## src/rtl/log_fifo_pkg.sv

```systemverilog
// log_fifo_pkg: read-FSM state type and encoding shared by the log FIFO controller.
package log_fifo_pkg;
    localparam logic [1:0] ST_IDLE  = 2'd0;
    localparam logic [1:0] ST_FETCH = 2'd1;
    localparam logic [1:0] ST_VALID = 2'd2;
    typedef enum logic [1:0] {
        IDLE  = ST_IDLE,
        FETCH = ST_FETCH,
        VALID = ST_VALID
    } state_t;
endpackage

```

## src/rtl/log_fifo_ptr.sv

```systemverilog
// log_fifo_ptr: AW+1-bit write/read pointers and occupancy counter of the log FIFO.
module log_fifo_ptr #(
    parameter int AW = 8
) (
    input  logic        clk,
    input  logic        reset_n,
    input  logic        push,
    input  logic        pop,
    output logic [AW:0] wr_ptr,
    output logic [AW:0] rd_ptr,
    output logic [AW:0] level,
    output logic [AW:0] level_nxt
);
    assign level_nxt = level + (AW+1)'(push) - (AW+1)'(pop);
    always_ff @(posedge clk or negedge reset_n) begin
        if (!reset_n) begin
            wr_ptr <= '0;
            rd_ptr <= '0;
            level  <= '0;
        end else begin
            wr_ptr <= wr_ptr + (AW+1)'(push);
            rd_ptr <= rd_ptr + (AW+1)'(pop);
            level  <= level_nxt;
        end
    end
endmodule

```

## src/rtl/log_fifo_ctrl.sv

```systemverilog
// log_fifo_ctrl: single-clock FIFO controller around an external registered-read RAM.
// Define LOG_FIFO_DROP_ON_FULL_EN to drop words while full instead of backpressuring.
module log_fifo_ctrl
    import log_fifo_pkg::*;
#(
    parameter int AW = 8,
    parameter int DW = 8
) (
    input  logic          clk,
    input  logic          reset_n,
    input  logic [DW-1:0] in_data,
    input  logic          in_valid,
    output logic          in_ready,
    output logic [DW-1:0] ram_wdata,
    output logic [AW-1:0] ram_waddr,
    output logic          ram_wr_en,
    output logic [AW-1:0] ram_raddr,
    input  logic [DW-1:0] ram_rdata,
    output logic [DW-1:0] out_data,
    output logic          out_valid,
    input  logic          out_ready,
    output logic [AW:0]   level,
    output logic          overflow
);
    state_t        state, state_nxt;
    logic          push, pop, full;
    logic [AW:0]   wr_ptr, rd_ptr, level_nxt;

    log_fifo_ptr #(.AW(AW)) u_ptr (
        .clk       (clk),
        .reset_n   (reset_n),
        .push      (push),
        .pop       (pop),
        .wr_ptr    (wr_ptr),
        .rd_ptr    (rd_ptr),
        .level     (level),
        .level_nxt (level_nxt)
    );

    assign full      = (wr_ptr[AW] != rd_ptr[AW]) && (wr_ptr[AW-1:0] == rd_ptr[AW-1:0]);
    assign pop       = out_valid & out_ready;
    assign ram_wr_en = push;
    assign ram_wdata = in_data;
    assign ram_waddr = wr_ptr[AW-1:0];
    assign ram_raddr = rd_ptr[AW-1:0];
    assign out_data  = ram_rdata;

`ifdef LOG_FIFO_DROP_ON_FULL_EN
    // A pop in the same cycle frees the slot, so a push at full still lands.
    assign in_ready = 1'b1;
    assign push     = reset_n & in_valid & (~full | pop);
    always_ff @(posedge clk or negedge reset_n) begin
        if (!reset_n)
            overflow <= 1'b0;
        else if (in_valid & ~push)
            overflow <= 1'b1;
    end
`else
    assign in_ready = ~full;
    assign push     = reset_n & in_valid & in_ready;
    assign overflow = 1'b0;
`endif

    always_ff @(posedge clk or negedge reset_n) begin
        if (!reset_n)
            state <= IDLE;
        else
            state <= state_nxt;
    end

    always_comb begin
        state_nxt = state;
        case (state)
            IDLE:    state_nxt = (level != '0) ? FETCH : IDLE;
            FETCH:   state_nxt = VALID;
            VALID:   state_nxt = pop ? ((level_nxt != '0) ? FETCH : IDLE) : VALID;
            default: state_nxt = IDLE;
        endcase
    end

    always_comb begin
        out_valid = (state == VALID);
    end
endmodule

```

## config.mk

```make
export PLATFORM = sky130hd
export DESIGN_NAME = log_fifo_ctrl
export DESIGN_NICKNAME = d
export VERILOG_FILES = /design/src/rtl/log_fifo_pkg.sv /design/src/rtl/log_fifo_ptr.sv /design/src/rtl/log_fifo_ctrl.sv
export SDC_FILE = /design/constraint.sdc
export NUM_CORES = 1
export LEC_CHECK = 0
export BUFFER_PORTS_ARGS = -buffer_cell sky130_fd_sc_hd__buf_2
export CORE_MARGIN = 4
export CORE_UTILIZATION = 50
export CTS_CLUSTER_DIAMETER = 60
export DETAILED_ROUTE_END_ITERATION = 7
export PLACE_DENSITY_LB_ADDON = 0.12
export SLEW_MARGIN = 10
export SYNTH_ARGS = -nofsm -noshare
export SYNTH_HDL_FRONTEND = slang
export SYNTH_SLANG_ARGS = --single-unit
export TNS_END_PERCENT = 10
```

## constraint.sdc

```tcl
create_clock -name clk -period 3.45 [get_ports clk]
set_input_delay 0.1725 -clock clk [delete_from_list [all_inputs] [get_ports clk]]
set_output_delay 0.1725 -clock clk [all_outputs]
set_load 0.005 [all_outputs]
```

# Word-level counts from Yosys, hierarchy flattened
# Index checks and enable logic that the tools add are counted.
dict set report word_totals {
  inputBits 20
  output_inout_bits 45
  regBits 29
  elab_cells 24
}
dict set report classes {
  muxes 4
  eq_ne 4
  n_reduce_logical 4
  n_bitwise 4
  n_addsub 4
}
# op n
set op_table {}
lappend op_table {{9-bit by 1-bit adder with 9-bit output} 3}
lappend op_table {{9-bit nonzero test} 2}
lappend op_table {{9-bit by 1-bit subtractor with 9-bit output} 1}
lappend op_table {{8-bit equality test} 1}
lappend op_table {{2-bit one-hot mux with 3 select lines} 1}
lappend op_table {{1-bit bitwise AND} 3}
lappend op_table {{2-bit by 1-bit equality test with 1-bit output (second input constant)} 1}
lappend op_table {{2-bit equality test (second input constant)} 1}
lappend op_table {{2-bit zero test} 1}
lappend op_table {{1-bit 2-to-1 mux} 2}
lappend op_table {{2-bit 2-to-1 mux} 1}
lappend op_table {{1-bit logical AND} 1}
lappend op_table {{1-bit != test} 1}
lappend op_table {{1-bit inverter} 1}

# Depth between registers and ports, before layout
# Gate-level depths: netlist of run 1.
dict set report depth {
  ltp_word 10
  ltp_mapped 13
  mapped_depth_nobuf 13
}

# Hierarchy
# A second synthesis of run 1 with hierarchy kept.
dict set report hier_totals {
  hier_cells 162
  hier_area_um2 1705.4
}
# module seq_area_each_um2 area_per_inst_um2 cells_each instances
set by_module_without_submodules {}
lappend by_module_without_submodules {log_fifo_ptr 675.6 1327.5 113 1}
lappend by_module_without_submodules {log_fifo_ctrl 50.0 377.9 49 1}

# Least setup slack after synthesis of run 1
# OpenSTA, ideal clock, no wires.
dict set report synth_path {
  kind {register to register}
  from {reg u_ptr.wr_ptr[0]}
  to {reg state[0]}
  path_stages_with_launch 14
  path_slack_ns 0.518
  period_less_slack_ns 2.932
  setup_ns 0.136
  t_arrival_ns 2.796
  path_buffers 0
  t_required_ns 3.314
  cell_sequence {dfrtp_1 xor2_1 nor4_1 nand4_1 and3_1 ha_1 inv_1 fa_1 nor2b_4 o311a_4 o31ai_4 xnor2_1 o41ai_2 nand3_1}
}
dict set report synth_via {
  elab_chain_cells 10
}
# element line_no
set synth_lines {}
lappend synth_lines {{start: declaration} log_fifo_ptr.sv:9} ;# output logic [AW:0] wr_ptr,
lappend synth_lines {{start signal: assignment} log_fifo_ptr.sv:21} ;# wr_ptr <= wr_ptr + (AW+1)'(push);
lappend synth_lines {{8-bit equality test} log_fifo_ctrl.sv:40} ;# assign full = (wr_ptr[AW] != rd_ptr[AW]) && (wr_ptr[AW-1:0] == rd_ptr[AW-1:0]);
lappend synth_lines {{1-bit logical AND} log_fifo_ctrl.sv:40}
lappend synth_lines {{1-bit inverter} log_fifo_ctrl.sv:59} ;# assign in_ready = ~full;
lappend synth_lines {{named net in_ready} log_fifo_ctrl.sv:13} ;# output logic in_ready,
lappend synth_lines {{1-bit bitwise AND} log_fifo_ctrl.sv:60} ;# assign push = reset_n & in_valid & in_ready;
lappend synth_lines {{named net ram_wr_en} log_fifo_ctrl.sv:16} ;# output logic ram_wr_en,
lappend synth_lines {{9-bit by 1-bit adder with 9-bit output} log_fifo_ptr.sv:14} ;# assign level_nxt = level + (AW+1)'(push) - (AW+1)'(pop);
lappend synth_lines {{9-bit by 1-bit subtractor with 9-bit output} log_fifo_ptr.sv:14}
lappend synth_lines {{named net level_nxt[8]} log_fifo_ctrl.sv:27} ;# logic [AW:0] wr_ptr, rd_ptr, level_nxt;
lappend synth_lines {{9-bit nonzero test} log_fifo_ctrl.sv:76} ;# VALID: state_nxt = pop ? ((level_nxt != '0) ? FETCH : IDLE) : VALID;
lappend synth_lines {{1-bit 2-to-1 mux} log_fifo_ctrl.sv:76}
lappend synth_lines {{2-bit 2-to-1 mux} log_fifo_ctrl.sv:76}
lappend synth_lines {{2-bit one-hot mux with 3 select lines} log_fifo_ctrl.sv:73} ;# case (state)
lappend synth_lines {{named net state_nxt[0]} log_fifo_ctrl.sv:25} ;# state_t state, state_nxt;
lappend synth_lines {{end signal: assignment} log_fifo_ctrl.sv:68} ;# state <= state_nxt;
lappend synth_lines {{end: declaration} log_fifo_ctrl.sv:25}
# The timed path passes the listed nets, and every way through them passes these cells.

# Final worst setup path of run 1
dict set report layout_path {
  from {reg u_ptr.rd_ptr[0]}
  to {reg state[0]}
}
dict set report layout_via {
  elab_chain_cells 10
}
# element line_no
set layout_lines {}
lappend layout_lines {{start: declaration} log_fifo_ptr.sv:10} ;# output logic [AW:0] rd_ptr,
lappend layout_lines {{start signal: assignment} log_fifo_ptr.sv:22} ;# rd_ptr <= rd_ptr + (AW+1)'(pop);
lappend layout_lines {{8-bit equality test} log_fifo_ctrl.sv:40}
lappend layout_lines {{1-bit logical AND} log_fifo_ctrl.sv:40}
lappend layout_lines {{1-bit inverter} log_fifo_ctrl.sv:59}
lappend layout_lines {{1-bit bitwise AND} log_fifo_ctrl.sv:60}
lappend layout_lines {{9-bit by 1-bit adder with 9-bit output} log_fifo_ptr.sv:14}
lappend layout_lines {{9-bit by 1-bit subtractor with 9-bit output} log_fifo_ptr.sv:14}
lappend layout_lines {{named net level_nxt[8]} log_fifo_ctrl.sv:27}
lappend layout_lines {{9-bit nonzero test} log_fifo_ctrl.sv:76}
lappend layout_lines {{1-bit 2-to-1 mux} log_fifo_ctrl.sv:76}
lappend layout_lines {{2-bit 2-to-1 mux} log_fifo_ctrl.sv:76}
lappend layout_lines {{2-bit one-hot mux with 3 select lines} log_fifo_ctrl.sv:73}
lappend layout_lines {{named net state_nxt[0]} log_fifo_ctrl.sv:25}
# The timed path passes the listed nets, and every way through them passes these cells.

==> flow_summary.toml, run 1 <==
[detailed_routing]
ant_nets = 0
via_per_inst = 5.25
drc = 0
totalWireLength_um = 3670
wire_per_inst_um = 15.5
drt_first_pass_iters = 4
via_count = 1244
drt_iter0_markers = 26

[setup_path]
timing_worst_setup_path_type = "reg -> reg"
crit_required_ns = 3.59
arrival_ns = 3.26
end_kind = "register"
path_max_fanout = 4
critPathSlowestCell = "dfrtp_1"
startpoint_type = "register"
cp_num_buf_inv = 1
cpPeakStageDelay_ns = 0.42
path_cells = "xor2_1 > nor4_1 > nand4_1 > and3_1 > ha_1 > inv_1 > fa_1 > nor2b_4 > o311a_4 > o31ai_4 > xnor2_1 > o41ai_2 > nand3_1"
path_delay_family = "compound AO/OA/AOI/OAI gates"

[clocking]
cts_root_buf = "clkbuf_8"
insertion_delay_ns = 0.28
cts_tree = "done"
cts_made_buffers = 5
ctsHoldBuffers = 1
ctsResizeCount = 0
postCtsSetupRepairBufs = 0
cts.path.max_buffers = 2
clk_pin_slew_ns = 0.06
cts_num_sinks = 29
htreeDepth = 2

[placement]
dp_slack_ns = 0.369
place.gp.congestion = 0.840
placed_cells = 228
port-buffer-count = 31
place_hpwl_um = 2900

[final_layout]
area_growth_pct = 5.33
final_cells = 237
drive_above_1_share_pct = 24.3
antenna_cells = 0
final_core_util_pct = 54.7
layout.nets = 225

[synthesis]
async_flop_share_pct = 100
synth_top_area_cell = "dfrtp_1"
synth_cells = 181
ys_top_cells_by_count = "buf_4, dfrtp_1, xnor2_1"
synth_fp_nets = 218
synthTopCellsByArea = "dfrtp_1, buf_4, ha_1"
syn-cell-area_um2 = 1900
synth-edff-count = 0
synth_warnings = 0
synth_cell_types = 37
ys_ff_latch = 29
synth_top_area_share_pct = 38.2
syn_avg_cell_area_um2 = 10.5
synth_flop_cell = "dfrtp_1"
ys_seq_area_share_pct = 38.2
yosysMostFrequentCell = "buf_4"

[power]
ir_drop_v = 0.000528
p_int_uw = 1250
p_per_area_nw_per_um2 = 1060
power_frac_comb_pct = 53.4
p_clk_share_pct = 17.0
leakage_uw = 0.000993
seqPwrFrac_pct = 29.7
swShare_pct = 41.2
power.switching_uw = 872

[global_routing]
grt_usage_pct = 15.9
antenna_found_initial = 0
grt_first_pass_wirelength_um = 6170
grt_max_degree = 30
grt_overflow = 0
grt_pass1_vias = 1352

[min_path]
min_path_type = "in -> reg"

[floorplanning]
die-height_um = 69.7
coreArea_um2 = 3660
die_w_um = 69.7
initial_utilization_pct = 51.9
row_count = 22
dieArea_um2 = 4850
io_pins = 65

[timing]
setup_ws_ns = 0.338
rsz0062_at_grt = "no"
fin_crit_ns = 3.11
hold_violations = 0
fmax_mhz = 321
skew_ns = 0.00310
fin_tns_setup_ns = 0
setup_viol = 0
slew_viol_final = 0
holdWs_ns = 0.181
min_period_over_period_pct = 90.2

[flow_run]
cap_violations = 0

[status]
status = "completed"
power groups by stage:
| stage | clock, uW | combinational (uW) | sequential, uW |
|---|---|---|---|
| finish | 359 | 1130 | 629 |
| CTS | 368 | 1150 | 631 |
| global route | 382 | 1270 | 653 |
| global placement | 0 | 1120 | 633 |
| floorplan | 0 | 921 | 610 |
| detailed placement | 0 | 1130 | 637 |
registers in the layout (all words and copies together), names as in the netlist:
name / count
state: 2
u_ptr.rd_ptr: 9
u_ptr.wr_ptr: 9
u_ptr.level: 9
cell usage in the layout (no fill, tap or decap), drive strengths merged, types with 6 or more instances in the layout:
master  synthesis  final
ha             16     16
nor2            6      6
buf            33     32
dfrtp          29     29
nand4           6      6
clkbuf          0      7
xnor2          19     19
inv            13     13
xor2            9      9
worst reg2reg max path, stage by stage (launching register included):
cell and delay [ns]:
dfrtp_1 0.42, xor2_1 0.16, nor4_1 0.28, nand4_1 0.16, and3_1 0.24, ha_1 0.22
inv_1 0.07, fa_1 0.26, nor2b_4 0.06, o311a_4 0.33, o31ai_4 0.22, xnor2_1 0.12
o41ai_2 0.33, nand3_1 0.09
metrics by stage:
stage	cell area (um^2)	power, uW
after floorplan	1900	1530
final	2000	2120
after CTS	2000	2140
after global placement	1880	1750
after global routing	2000	2310
after detailed placement	1880	1770
layer usage:
metal  vias up  global-route usage [%]  wire length, um
met5         -                       0                0
met4         0                    8.51              121
met3        22                    4.93              234
met2        43                    28.5             1860
met1       586                    16.4             1460
li1        593                       -                -
cell type report:
type,count,area (um^2)
tap,48,60.1
sequential,29,726
clock buffer,7,86.3
timing repair buffer,33,173
inverter,13,48.8
clock inverter,1,30.0
fill,327,1660
multi-input combinational,106,880
final timing paths:
check	slack [ns]	endpoint	cells after the start	start
worst max register to register	0.34	state[0]	13	u_ptr.rd_ptr[0]
worst max-delay path	0.34	state[0]	13	u_ptr.rd_ptr[0]
min in group asynchronous	0.48	u_ptr.rd_ptr[3]	3	reset_n
max in group asynchronous	2.70	u_ptr.wr_ptr[7]	3	reset_n
worst min register to register	0.49	u_ptr.rd_ptr[8]	1	u_ptr.rd_ptr[8]
worst min-delay path	0.18	state[1]	3	out_ready
cell families after synthesis:
family | share of synthesized area [%]
xor+xnor | 12.9
fa+ha+maj | 11.6
compound gates | 7.37
mux | 0.526
flops | 38.2
other cells | 0.197
buf+inv | 15.6
simple gates | 13.7
No activity file was read; power rests on OpenSTA's default activity.
==> run 2: changes to the inputs <==
--- a/config.mk
+++ b/config.mk
@@ -10,6 +10,7 @@
 export CORE_UTILIZATION = 50
 export CTS_CLUSTER_DIAMETER = 60
 export DETAILED_ROUTE_END_ITERATION = 7
+export MAX_ROUTING_LAYER = met4
 export PLACE_DENSITY_LB_ADDON = 0.12
 export SLEW_MARGIN = 10
 export SYNTH_ARGS = -nofsm -noshare
==> run 2 against run 1 <==
  * Critical path depth stayed put
  * First-iteration DRC count is 27% higher
  * Power hardly changed
  * Largest cell class unchanged
  * Largest power group unchanged
==> flow_summary.toml, run 2 (synthesis results as in run 1) <==
[detailed_routing]
totalWireLength_um = 3670
drt_iter0_markers = 33
via_per_inst = 5.26
drt_first_pass_iters = 4
drc = 0
wire_per_inst_um = 15.5
ant_nets = 0
via_count = 1247

[setup_path]
path_delay_family = "compound AO/OA/AOI/OAI gates"
crit_required_ns = 3.59
path_cells = "xor2_1 > nor4_1 > nand4_1 > and3_1 > ha_1 > inv_1 > fa_1 > nor2b_4 > o311a_4 > o31ai_4 > xnor2_1 > o41ai_2 > nand3_1"
arrival_ns = 3.25
path_max_fanout = 4
path_depth = 13
cpPeakStageDelay_ns = 0.42
critPathSlowestCell = "dfrtp_1"
timing_worst_setup_path_type = "reg -> reg"
startpoint_type = "register"
end_kind = "register"
cp_num_buf_inv = 1
r2r_cells = 13

[final_layout]
layout.nets = 225
drive_above_1_share_pct = 24.3
final_core_util_pct = 54.7
reg_top3 = "u_ptr.level x9, u_ptr.rd_ptr x9, u_ptr.wr_ptr x9"
final_common_cell = "buf_2"
most-common-layout-cells = "buf_2, dfrtp_1, xnor2_1"
antenna_cells = 0
area_growth_pct = 5.33

[power]
leakage_uw = 0.000993
p_per_area_nw_per_um2 = 1060
ir_drop_v = 0.000528
power_uw = 2120

[timing]
fin_tns_setup_ns = 0
rsz0062_at_grt = "no"
hold_violations = 0
fin_crit_ns = 3.11
min_period_over_period_pct = 90.2
fmax_mhz = 321
slew_viol_final = 0
holdWs_ns = 0.182
skew_ns = 0.00237
setup_viol = 0

[status]
status = "completed"

[global_routing]
grt_pass1_vias = 1351
antenna_found_initial = 0
grt_overflow = 0
grt_first_pass_wirelength_um = 6200
grt_max_degree = 30
grt_usage_pct = 16.4

[clocking]
cts_num_sinks = 29
clk_pin_slew_ns = 0.06
cts_made_buffers = 5
cts_root_buf = "clkbuf_8"
cts.path.max_buffers = 2
insertion_delay_ns = 0.27
cts_tree = "done"
htreeDepth = 2
ctsResizeCount = 0

[floorplanning]
die-height_um = 69.7
die_w_um = 69.7
coreArea_um2 = 3660
row_count = 22
dieArea_um2 = 4850
io_pins = 65
initial_utilization_pct = 51.9

[placement]
place_hpwl_um = 2900
place.gp.congestion = 0.853
port-buffer-count = 31

[min_path]
hold_depth = 3
min_path_type = "in -> reg"

[flow_run]
cap_violations = 0
-- run 2: worst reg2reg max path: stages, from the launching register on --
cell	delay [ns]
dfrtp_1	0.42
xor2_1	0.16
nor4_1	0.28
nand4_1	0.16
and3_1	0.24
ha_1	0.22
inv_1	0.07
fa_1	0.26
nor2b_4	0.06
o311a_4	0.33
o31ai_4	0.22
xnor2_1	0.12
o41ai_2	0.33
nand3_1	0.09
-- run 2: final timing paths --
kind                            startpoint         endpoint  slack [ns]
max                        u_ptr.rd_ptr[0]         state[0]        0.34
min reg2reg                u_ptr.rd_ptr[8]  u_ptr.rd_ptr[8]        0.49
max in group asynchronous          reset_n  u_ptr.wr_ptr[7]        2.70
min in group asynchronous          reset_n  u_ptr.rd_ptr[3]        0.48
min                              out_ready         state[1]        0.18
max reg2reg                u_ptr.rd_ptr[0]         state[0]        0.34
-- run 2: what timing repair did --
| action | in CTS | in global routing |
|---|---|---|
| setup buffers | 0 | 0 |
| endpoints found under the hold margin | 29 | 0 |
| hold buffers | 1 | 0 |
-- run 2: final cells by class --
class                           count  area [um^2]
Clock buffer                        7         86.3
Multi-Input combinational cell    106          880
Sequential cell                    29          726
Inverter                           13         48.8
Tap cell                           48         60.1
Fill cell                         327         1660
Timing Repair Buffer               33          173
Clock inverter                      1         30.0
-- run 2: power breakdown --
part / internal (uW) / switching (uW) / leakage, uW
clock network: 235 / 124 / 0.0000585
registers: 481 / 149 / 0.000363
logic: 531 / 599 / 0.000571
-- run 2: through the flow --
step | std cells | setup WS [ns] | area (um^2)
2_1_floorplan | 181 | 0.518 | 1900
3_3_place_gp | 228 | 0.445 | 1880
3_5_place_dp | 228 | 0.369 | 1880
4_1_cts | 237 | 0.349 | 2000
5_1_grt | 237 | 0.0645 | 2000
6_report | 237 | 0.339 | 2000
-- run 2: layer usage --
layer	part of all wire, %	vias up	GRT usage, %
met1	40	592	16.7
li1	-	592	-
met3	6.3	20	5.80
met2	51	43	28.5
met5	0	-	-
met4	2.7	0	7.23
==> run 3: changes to the inputs <==
--- a/config.mk
+++ b/config.mk
@@ -7,7 +7,7 @@
 export LEC_CHECK = 0
 export BUFFER_PORTS_ARGS = -buffer_cell sky130_fd_sc_hd__buf_2
 export CORE_MARGIN = 4
-export CORE_UTILIZATION = 50
+export CORE_UTILIZATION = 49
 export CTS_CLUSTER_DIAMETER = 60
 export DETAILED_ROUTE_END_ITERATION = 7
 export MAX_ROUTING_LAYER = met4
@@ -15,5 +15,6 @@
 export SLEW_MARGIN = 10
 export SYNTH_ARGS = -nofsm -noshare
 export SYNTH_HDL_FRONTEND = slang
+export SYNTH_HIERARCHICAL = 1
 export SYNTH_SLANG_ARGS = --single-unit
 export TNS_END_PERCENT = 10
==> run 3 against run 2 <==
  * Fmax down 2.1%
  * Non-clock buffer count is 1 higher
  * Sequential share of layout area is 2.3 points higher
  * Cell count decreased by 1.7%
==> flow_summary.toml, run 3 <==
[clocking]
insertion_delay_ns = 0.32
cts_num_sinks = 29
postCtsSetupRepairBufs = 0
cts_tree = "done"
clk_pin_slew_ns = 0.10
cts.path.max_buffers = 2
htreeDepth = 2
cts_root_buf = "clkbuf_4"
cts_made_buffers = 5

[placement]
place_hpwl_um = 2760
place.gp.congestion = 0.852
port-buffer-count = 31
dp_slack_ns = 0.171

[timing]
hold_violations = 0
setup_viol = 0
fmax_mhz = 315
fin_crit_ns = 3.18
skew_ns = 0.0105
slew_viol_final = 0
rsz0062_at_grt = "no"
fin_tns_setup_ns = 0
min_period_over_period_pct = 92.1
setup_ws_ns = 0.271

[setup_path]
reg2reg_to = "state[0]"
path_cells = "xor2_2 > nor4_2 > a31oi_1 > inv_1 > ha_1 > inv_1 > ha_1 > fa_2 > a21o_2 > a21oi_4 > o21ai_0 > xor2_1 > nor2_1 > nand3_1 > a21o_1"
timing_worst_setup_path_type = "reg -> reg"
cpPeakStageDelay_ns = 0.46
crit_required_ns = 3.67
critPathSlowestCell = "dfrtp_2"
end_kind = "register"
path_delay_family = "compound AO/OA/AOI/OAI gates"
arrival_ns = 3.40
cp-startpoint = "u_ptr/rd_ptr[6]"
cp_num_buf_inv = 2
path_max_fanout = 5
startpoint_type = "register"
r2r_cells = 15
path_depth = 15
r2r_start = "u_ptr/rd_ptr[6]"
ff2ff_setup_slack_ns = 0.27
cp-endpoint = "state[0]"

[detailed_routing]
drt_iter0_markers = 70
ant_nets = 0
drt_first_pass_iters = 4
totalWireLength_um = 3570
wire_per_inst_um = 15.3
via_per_inst = 5.08
via_count = 1183
drc = 0

[synthesis]
ys_ff_latch = 29
ys_seq_area_share_pct = 42.6
ys_top_cells_by_count = "dfrtp_1, buf_4, xnor2_1"
synth_cell_types = 33
synth_top_area_cell = "dfrtp_1"
yosysMostFrequentCell = "dfrtp_1"
synth_cells = 162
synth-edff-count = 0
synth_fp_nets = 196
synthTopCellsByArea = "dfrtp_1, ha_1, xnor2_1"
synth_flop_cell = "dfrtp_1"
synth_warnings = 6
async_flop_share_pct = 100
synth_top_area_share_pct = 42.6
syn_avg_cell_area_um2 = 10.5
syn-cell-area_um2 = 1710

[final_layout]
layout.nets = 220
drive_above_1_share_pct = 27.3
antenna_cells = 0
n_fill_cell = 320
reg_top3 = "u_ptr/level x9, u_ptr/rd_ptr x9, u_ptr/wr_ptr x9"
area_growth_pct = 10.9
most-common-layout-cells = "buf_2, dfrtp_1, xnor2_1"
final_common_cell = "buf_2"

[global_routing]
grt_usage_pct = 17.0
grt_max_degree = 30
grt_overflow = 0
grt_first_pass_wirelength_um = 5430
grt_pass1_vias = 1119
antenna_found_initial = 0

[min_path]
min_path_type = "in -> reg"
hold_depth = 3

[power]
ir_drop_v = 0.000565
leakage_uw = 0.000946
power_uw = 1910
p_per_area_nw_per_um2 = 1010

[floorplanning]
die-height_um = 67.0
row_count = 21
initial_utilization_pct = 51.1
die_w_um = 67.0
io_pins = 65
coreArea_um2 = 3340
dieArea_um2 = 4490

[flow_run]
cap_violations = 0

[status]
status = "completed"
-- run 3: cell types whose count changed in the layout (fill, tap and decap cells not counted), sizes merged, moves of 3 or more --
cell    before  now
nand2b       4    1
or3          3    0
nand2        4    7
a21oi        2    5
ha          16   13
nand3        5   10
xor2         9   13
a21o         0    3
-- run 3: layer usage --
| metal | global-route usage, % | vias up | part of all wire (%) |
|---|---|---|---|
| met5 | - | - | 0 |
| met2 | 23.1 | 42 | 42 |
| li1 | - | 580 | - |
| met3 | 6.41 | 6 | 6.9 |
| met1 | 23.3 | 555 | 50 |
| met4 | 5.32 | 0 | 0.76 |
-- run 3: area by class of cell --
cell class / instances / area, um^2 / area share, %
Sequential cell: 29 / 729 / 38.6
Clock buffer: 5 / 37.5 / 1.98
Timing Repair Buffer: 34 / 180 / 9.52
Inverter: 11 / 41.3 / 2.18
Multi-Input combinational cell: 105 / 828 / 43.8
Tap cell: 46 / 57.6 / 3.04
Clock inverter: 3 / 17.5 / 0.926
-- run 3: timing repair --
action	4_1_cts	5_1_grt
gates resized for setup	0	6
endpoints found under the setup margin	0	1
hold endpoints to repair	29	0
hold buffers	1	0
-- run 3: metrics by stage --
step	cells	area, um^2	utilization [%]	hold WS, ns
floorplan	162	1710	-	-0.123
global placement	224	1810	54.1	0.245
detailed placement	224	1810	54.1	0.247
CTS	233	1870	56.1	0.112
global route	233	1890	56.7	0.112
finish	233	1890	56.7	0.133
-- run 3: power by group --
part | total [uW] | internal (uW) | switching [uW] | leakage [uW]
combinational | 1080 | 490 | 588 | 0.000555
sequential | 630 | 481 | 149 | 0.000359
clock | 198 | 76.8 | 122 | 0.0000310
total | 1910 | 1050 | 858 | 0.000946
-- run 3: how the worst min path moves through the flow --
stage	from	to	slack, ns
final	out_ready	state[1]	0.13
after global routing	out_ready	state[1]	0.11
after CTS	out_ready	state[1]	0.11
after detailed placement	reset_n	u_ptr/rd_ptr[6]	0.25
after global placement	reset_n	u_ptr/rd_ptr[5]	0.24
after floorplan	reset_n	state[0]	-0.12
-- run 3: kinds of logic (layout without fill, tap and decap cells) --
kind of cell             after synthesis  in the layout  synth area share [%]
AND/OR/NAND/NOR                       41             41                  13.1
AO/OA/AOI/OAI                         17             17                  6.90
adder cells (fa/ha/maj)               14             14                  10.7
flip-flops                            29             29                  42.6
other                                  1              1                 0.220
multiplexers                           2              2                  1.17
buffers and inverters                 28             53                  9.90
XOR/XNOR                              30             30                  15.4
-- run 3: worst reg2reg max path, stage by stage (launching register included) --
cell     delay (ns)
dfrtp_2        0.46
xor2_2         0.21
nor4_2         0.08
a31oi_1        0.27
inv_1          0.08
ha_1           0.28
inv_1          0.04
ha_1           0.21
fa_2           0.37
a21o_2         0.24
a21oi_4        0.18
o21ai_0        0.13
xor2_1         0.18
nor2_1         0.12
nand3_1        0.07
a21o_1         0.18
